File: src/rtl/div_pkg.sv
// Shared definitions for the execute-stage divider: FSM state encoding,
// datapath width, iteration count and iteration-counter width.
package div_pkg;

  localparam int DIV_DATA_W = 32;
  localparam int DIV_ITER   = 32;
  localparam int DIV_CNT_W  = $clog2(DIV_ITER);

  typedef enum logic [1:0] {
    IDLE = 2'd0,
    CALC = 2'd1,
    DONE = 2'd2
  } div_state_t;

endpackage

File: src/rtl/div_step.sv
// One restoring-division iteration, purely combinational.
// {rem,quo} is shifted left by one; the divisor is trial-subtracted from the
// widened remainder and the quotient bit records whether it fit.
module div_step
  import div_pkg::*;
#(
  parameter int W = DIV_DATA_W
) (
  input  logic [W-1:0] rem,
  input  logic [W-1:0] quo,
  input  logic [W-1:0] divisor,
  output logic [W-1:0] rem_next,
  output logic [W-1:0] quo_next
);

  logic [W:0] shifted;
  logic [W:0] trial;
  logic       trial_neg;

  // Because rem < divisor holds between steps, bit W of the 33-bit
  // difference is a reliable borrow flag.
  always_comb begin
    shifted   = {rem, quo[W-1]};
    trial     = shifted - {1'b0, divisor};
    trial_neg = trial[W];
    rem_next  = trial_neg ? shifted[W-1:0] : trial[W-1:0];
    quo_next  = {quo[W-2:0], ~trial_neg};
  end

endmodule

File: src/rtl/ex_divider.sv
// Multi-cycle 32-bit DIV/DIVU unit in the execute stage.
// Works on magnitudes with a restoring loop (one bit per cycle), then applies
// the quotient/remainder signs in a dedicated fix-up cycle before presenting
// results in DONE. Requests a pipeline stall while a division is in flight.
// Optional build macro: DIV_EARLY_EXIT_EN -- finishes in DONE straight from
// IDLE when |dividend| < |divisor| (non-zero divisor).
module ex_divider
  import div_pkg::*;
#(
  parameter int DATA_W = DIV_DATA_W,
  parameter int ITER   = DIV_ITER
) (
  input  logic              clk,
  input  logic              rst,
  input  logic              flush,
  input  logic              start,
  input  logic              is_signed,
  input  logic [DATA_W-1:0] op_a,
  input  logic [DATA_W-1:0] op_b,
  output logic              stall_req,
  output logic              busy,
  output logic              done,
  output logic [DATA_W-1:0] quotient,
  output logic [DATA_W-1:0] remainder
);

  div_state_t state_reg, state_next;

  logic [DIV_CNT_W-1:0] cnt_reg;
  logic                 last_reg;
  logic                 sign_q_reg;
  logic                 sign_r_reg;
  logic [DATA_W-1:0]    rem_reg;
  logic [DATA_W-1:0]    quo_reg;
  logic [DATA_W-1:0]    divisor_reg;
  logic [DATA_W-1:0]    quotient_reg;
  logic [DATA_W-1:0]    remainder_reg;

  logic [DATA_W-1:0]    step_rem;
  logic [DATA_W-1:0]    step_quo;
  logic [DATA_W-1:0]    a_mag;
  logic [DATA_W-1:0]    b_mag;
  logic                 b_zero;
  logic                 launch;
  logic                 early;

  div_step #(.W(DATA_W)) u_step (
    .rem      (rem_reg),
    .quo      (quo_reg),
    .divisor  (divisor_reg),
    .rem_next (step_rem),
    .quo_next (step_quo)
  );

  // Operand magnitudes and launch qualification; 0x80000000 maps to itself.
  always_comb begin
    a_mag  = (is_signed && op_a[DATA_W-1]) ? -op_a : op_a;
    b_mag  = (is_signed && op_b[DATA_W-1]) ? -op_b : op_b;
    b_zero = (op_b == '0);
    launch = (state_reg == IDLE) && start && !flush;
`ifdef DIV_EARLY_EXIT_EN
    early  = launch && (a_mag < b_mag) && !b_zero;
`else
    early  = 1'b0;
`endif
  end

  // Next-state selection; flush cancels from any state.
  always_comb begin
    state_next = state_reg;
    if (flush) begin
      state_next = IDLE;
    end else begin
      case (state_reg)
        IDLE:    if (start) state_next = early ? DONE : CALC;
        CALC:    if (last_reg) state_next = DONE;
        DONE:    state_next = IDLE;
        default: state_next = IDLE;
      endcase
    end
  end

  // State, iteration datapath and result registers.
  always_ff @(posedge clk) begin
    if (rst) begin
      state_reg     <= IDLE;
      cnt_reg       <= '0;
      last_reg      <= 1'b0;
      sign_q_reg    <= 1'b0;
      sign_r_reg    <= 1'b0;
      rem_reg       <= '0;
      quo_reg       <= '0;
      divisor_reg   <= '0;
      quotient_reg  <= '0;
      remainder_reg <= '0;
    end else begin
      state_reg <= state_next;
      if (launch) begin
        // A zero divisor yields all-ones regardless of signedness, so the
        // quotient is never negated in that case.
        sign_q_reg  <= is_signed && (op_a[DATA_W-1] ^ op_b[DATA_W-1]) && !b_zero;
        sign_r_reg  <= is_signed && op_a[DATA_W-1];
        quo_reg     <= a_mag;
        divisor_reg <= b_mag;
        rem_reg     <= '0;
        cnt_reg     <= '0;
        last_reg    <= 1'b0;
        if (early) begin
          quotient_reg  <= '0;
          remainder_reg <= op_a;
        end
      end else if (state_reg == CALC && !flush) begin
        if (!last_reg) begin
          rem_reg  <= step_rem;
          quo_reg  <= step_quo;
          cnt_reg  <= cnt_reg + 1'b1;
          last_reg <= (cnt_reg == DIV_CNT_W'(ITER - 1));
        end else begin
          // Sign fix-up gets its own cycle so the negators are not chained
          // behind the trial subtractor.
          quotient_reg  <= sign_q_reg ? -quo_reg : quo_reg;
          remainder_reg <= sign_r_reg ? -rem_reg : rem_reg;
          last_reg      <= 1'b0;
        end
      end
    end
  end

  assign stall_req = launch || (state_reg == CALC);
  assign busy      = (state_reg == CALC);
  assign done      = (state_reg == DONE);
  assign quotient  = quotient_reg;
  assign remainder = remainder_reg;

endmodule

File: config.mk
export PLATFORM = sky130hd
export DESIGN_NAME = ex_divider
export DESIGN_NICKNAME = d
export VERILOG_FILES = /design/src/rtl/div_pkg.sv /design/src/rtl/div_step.sv /design/src/rtl/ex_divider.sv
export SDC_FILE = /design/constraint.sdc
export NUM_CORES = 1
export LEC_CHECK = 0
export ABC_AREA = 0
export BUFFER_PORTS_ARGS = -buffer_cell sky130_fd_sc_hd__buf_2
export CAP_MARGIN = 20
export CORE_ASPECT_RATIO = 2
export CORE_UTILIZATION = 45
export DETAILED_ROUTE_END_ITERATION = 8
export PLACE_DENSITY = 0.63
export SLEW_MARGIN = 5
export SYNTH_ARGS = -nofsm -noshare
export SYNTH_HDL_FRONTEND = slang
export SYNTH_SLANG_ARGS = --single-unit
File: constraint.sdc
create_clock -name clk -period 9.93 [get_ports clk]
set_input_delay 2.979 -clock clk [delete_from_list [all_inputs] [get_ports clk]]
set_output_delay 2.979 -clock clk [all_outputs]
set_load 0.01 [all_outputs]
# Yosys cells after proc, flatten, opt, wreduce, memory -nomap -nowiden
# Cells that the tools add are included.
# W data, S select, Z words.
# word_totals
register_bits	170
# op_classes
n_addsub	6
eq_ne	6
n_mux	12
n_bitwise	4
n_reduce_logical	19
# op_table
op	n
$mux W32	8
$neg A32 Y32	4
$sub A33 B32 Y33	1
$logic_not A32 Y1	1
$logic_and A1 B1 Y1	7
$reduce_and A2 Y1	3
$add A5 B1 Y5 const B	1
$eq A5 B5 Y1 const B	1
$mux W2	2
$ne A2 B1 Y1 const B	2
$pmux W2 S2	1
$reduce_or A2 Y1	2
$not A1 Y1	3
$reduce_and A3 Y1	1
$eq A2 B1 Y1 const B	1
$eq A2 B2 Y1 const B	1
$logic_not A1 Y1	2
$logic_not A2 Y1	1
$ne A2 B2 Y1 const B	1
$reduce_bool A2 Y1	1
$logic_or A1 B1 Y1	1
$mux W1	1
$xor A1 B1 Y1	1

# Depth between registers and ports, before layout
# depth
word_depth	5
mapped_depth	13
ltp_nobuf	12

# Modules after synthesis
# From an unflattened synthesis, not the netlist that was laid out.
# hier_totals
cells_unflattened	1458
area_unflattened_um2	11638.7
# modules_own_cells
mod	instances	cells_each	area_per_inst_um2	seq_area_each_um2
ex_divider	1	1118	9088.7	3403.3
div_step	1	340	2549.9	0.0

# Worst setup path after synthesis
# OpenSTA, ideal clock, no wires.
# synth_timing
path_kind	input-to-output
start	input port flush
end	output port stall_req
arrival_time_ps	3963
setup_slack_ps	2988
stages	4
cell_sequence	or4b_1 -> clkbuf_1 -> clkbuf_1 -> nand2_1
# synth_between
elab_chain_len	3
# synth_rtl
item	line	source
start, declared	ex_divider.sv:15	input logic flush,
$logic_not A1 Y1	ex_divider.sv:60	launch = (state_reg == IDLE) && start && !flush;
$logic_and A1 B1 Y1	ex_divider.sv:60	
$logic_or A1 B1 Y1	ex_divider.sv:129	assign stall_req = launch || (state_reg == CALC);
end, declared	ex_divider.sv:20	output logic stall_req,
# Every way passes these cells.

# Final worst setup path
# Same ends and word-level chain as after synthesis.

==> reports/qor.yml <==
routing:
  post_drt_wl_per_cell_um: 16.32
  viasPerCell: 5.615
  wl_um: 28370
  drtPass1Iterations: 5
  drc_errors: 0
  vias: 9759
  antenna_left: 0
  drt_iter0_markers: 297
cts:
  clkLatencyLatePin_ns: 0.45
  cts_buffers: 17
  cts.sinks: 170
  postCtsHoldBufs: 0
  cts_setup_buffers: 0
  post_cts_resized: 0
  htree_levels: 4
  cts_tree: "yes"
  clkTransAtPathRegs_ns: 0.07
  ctsLongestPathBuffers: 2
  root_buffer: "clkbuf_16"
grt:
  overflow: 0
  antenna_found_initial: 5
  track_usage: 0.2378
  grt_pass1_vias: 9512
  grt_max_degree: 68
  grt_pass1_wl_um: 46580
worst_setup_path:
  path_class: "input pin to output pin"
  setup.worst_path.start_class: "input pin"
  worst_ep_arrival_time_ns: 3.95
  cp_max_fo: 6
  worstPathRequired_ns: 6.95
  crit_path_end_kind: "output pin"
place:
  post-dp-hpwl_um: 21540
  io_buffers: 135
  pre_cts_slack_ns: 3.001
  place_congestion: 0.8969
synth:
  synth_top_area_frac: 0.3208
  avgSynthCellArea_sq_um: 7.825
  syn_nets: 1464
  synthDistinctLibCells: 60
  yosys_warnings: 0
  synth_top_cell_by_area: "dfxtp_1"
  synth_edf_count: 0
  mappedNetlistArea_sq_mm: 0.01061
  synthArstFlopShare: 0
  ys.flop_type: "dfxtp_1"
  synthMostInstantiatedCell: "nor2_1"
  synthTopCellsByCount: "nor2_1, dfxtp_1, nand2_1, a21oi_1, xor2_1"
  synthTopCellsByArea: "dfxtp_1, xor2_1, nor2_1"
  ys_seq_elements: 170
  seq_area_frac_synth: 0.3208
  syn_inst: 1356
timing:
  tns_ns: 0
  clock_skew_ns: 0.01033
  fin_ws_ns: 2.999
  slew_violations: 0
  final_hold_viol_count: 0
  min_period_over_period: 0.6980
  fmax_mhz: 144.3
  period_needed_ns: 6.931
  rsz0062_at_grt: "false"
  worstMarginPinSlew_ns: 0.8911
  slew_headroom: 0.4038
  setup_violations: 0
final_layout:
  nets: 1546
  fillers: 2340
  seq_area_sq_mm: 0.003403
  syn2layout_area_growth_pct: 13.77
  drive_gt1_frac: 0.1337
  multiInputGateArea_sq_mm: 0.006716
job:
  drv_cap: 0
worst_hold_path:
  hold_class: "flop to flop"
die:
  num_rows: 79
  initial_core_util: 0.4568
  die_w_um: 110.6
  fp.dieArea_sq_mm: 0.02423
  die_h_um: 219.2
  io_pins: 136
  core_area_sq_mm: 0.02323
pwr:
  p_leak_nw: 4.805
  powerDensity_mw_per_mm2: 153.9
  peakVddDrop_mv: 0.09086
status:
  outcome: "complete, no violations"
[report_power, final]
part	leakage (nW)	switching [mW]	internal, mW
clock	0.305	0.302	0.415
combinational	3.12	0.240	0.168
sequential	1.38	0.0279	0.705
total	4.81	0.570	1.29
[through the flow]
step / hold WS (ns) / std cells / instance area, sq um / power [mW] / util
2_1_floorplan: 0.4319 / 1356 / 10610 / 1.048 / -
6_report: 0.4530 / 1738 / 12070 / 1.858 / 0.5197
4_1_cts: 0.4558 / 1733 / 12060 / 1.872 / 0.5190
5_1_grt: 0.4766 / 1738 / 12070 / 1.948 / 0.5197
3_3_place_gp: 0.4426 / 1701 / 11440 / 1.152 / 0.4924
3_5_place_dp: 0.4474 / 1701 / 11440 / 1.157 / 0.4924
[cell type report]
cell class | count | area share
Clock buffer | 21 | 0.03814
Multi-Input combinational cell | 1049 | 0.5564
Inverter | 52 | 0.01617
Tap cell | 283 | 0.02933
Clock inverter | 11 | 0.01316
Sequential cell | 170 | 0.2819
Antenna cell | 4 | 0.0008292
Timing Repair Buffer | 148 | 0.06405
[per-layer routing]
metal	vias to the layer above	global-route usage	wire, um
met1	4488	0.2419	10920
met2	198	0.4511	15300
met4	0	0.1218	958
li1	5023	-	-
met3	50	0.05026	1195
met5	-	0	0
[worst max-delay path, cell delays in order]
cell,delay (ns)
buf_2,0.13
or4b_2,0.63
nand2_1,0.09
buf_2,0.12
[worst paths after layout]
kind | from | end | slack (ns) | cells past startpoint
setup / recovery | flush | stall_req | 3.00 | 4
hold / removal | divisor_reg[29] | divisor_reg[29] | 0.45 | 2
setup reg to reg | rem_reg[0] | rem_reg[14] | 6.06 | 12
hold reg to reg | divisor_reg[29] | divisor_reg[29] | 0.45 | 2
[placed cells by master, fill, tap and decap left out, drive strengths merged, types with 5 or more instances in the layout]
cell type	netlist	routed
a211oi	86	86
a21o	18	18
a21oi	93	93
a22o	6	6
a311oi	34	34
a31oi	9	9
and2	5	5
buf	9	147
clkbuf	76	22
dfxtp	170	170
ha	38	38
inv	51	56
mux2i	29	29
nand2	143	143
nand2b	8	8
nand3	14	14
nand4	8	8
nor2	176	176
nor2b	7	7
nor3	17	17
nor4	9	9
o21ai	71	71
o21bai	5	5
o31ai	32	32
o41ai	8	8
or3	26	26
or4	13	13
xnor2	55	55
xor2	91	91
[cell families (layout without fill, tap and decap cells)]
group | after synthesis | in the layout | synth area share
xor gates and xnor gates | 146 | 146 | 0.1205
and+or+nand+nor | 446 | 446 | 0.1904
AOI/OAI and AO/OA | 388 | 388 | 0.2447
muxes | 30 | 30 | 0.02842
buffers and inverters | 137 | 232 | 0.04847
DFF | 170 | 170 | 0.3208
adders and majority gates | 39 | 39 | 0.04670
other | 0 | 4 | 0
No activity file was read; power rests on OpenSTA's default activity.
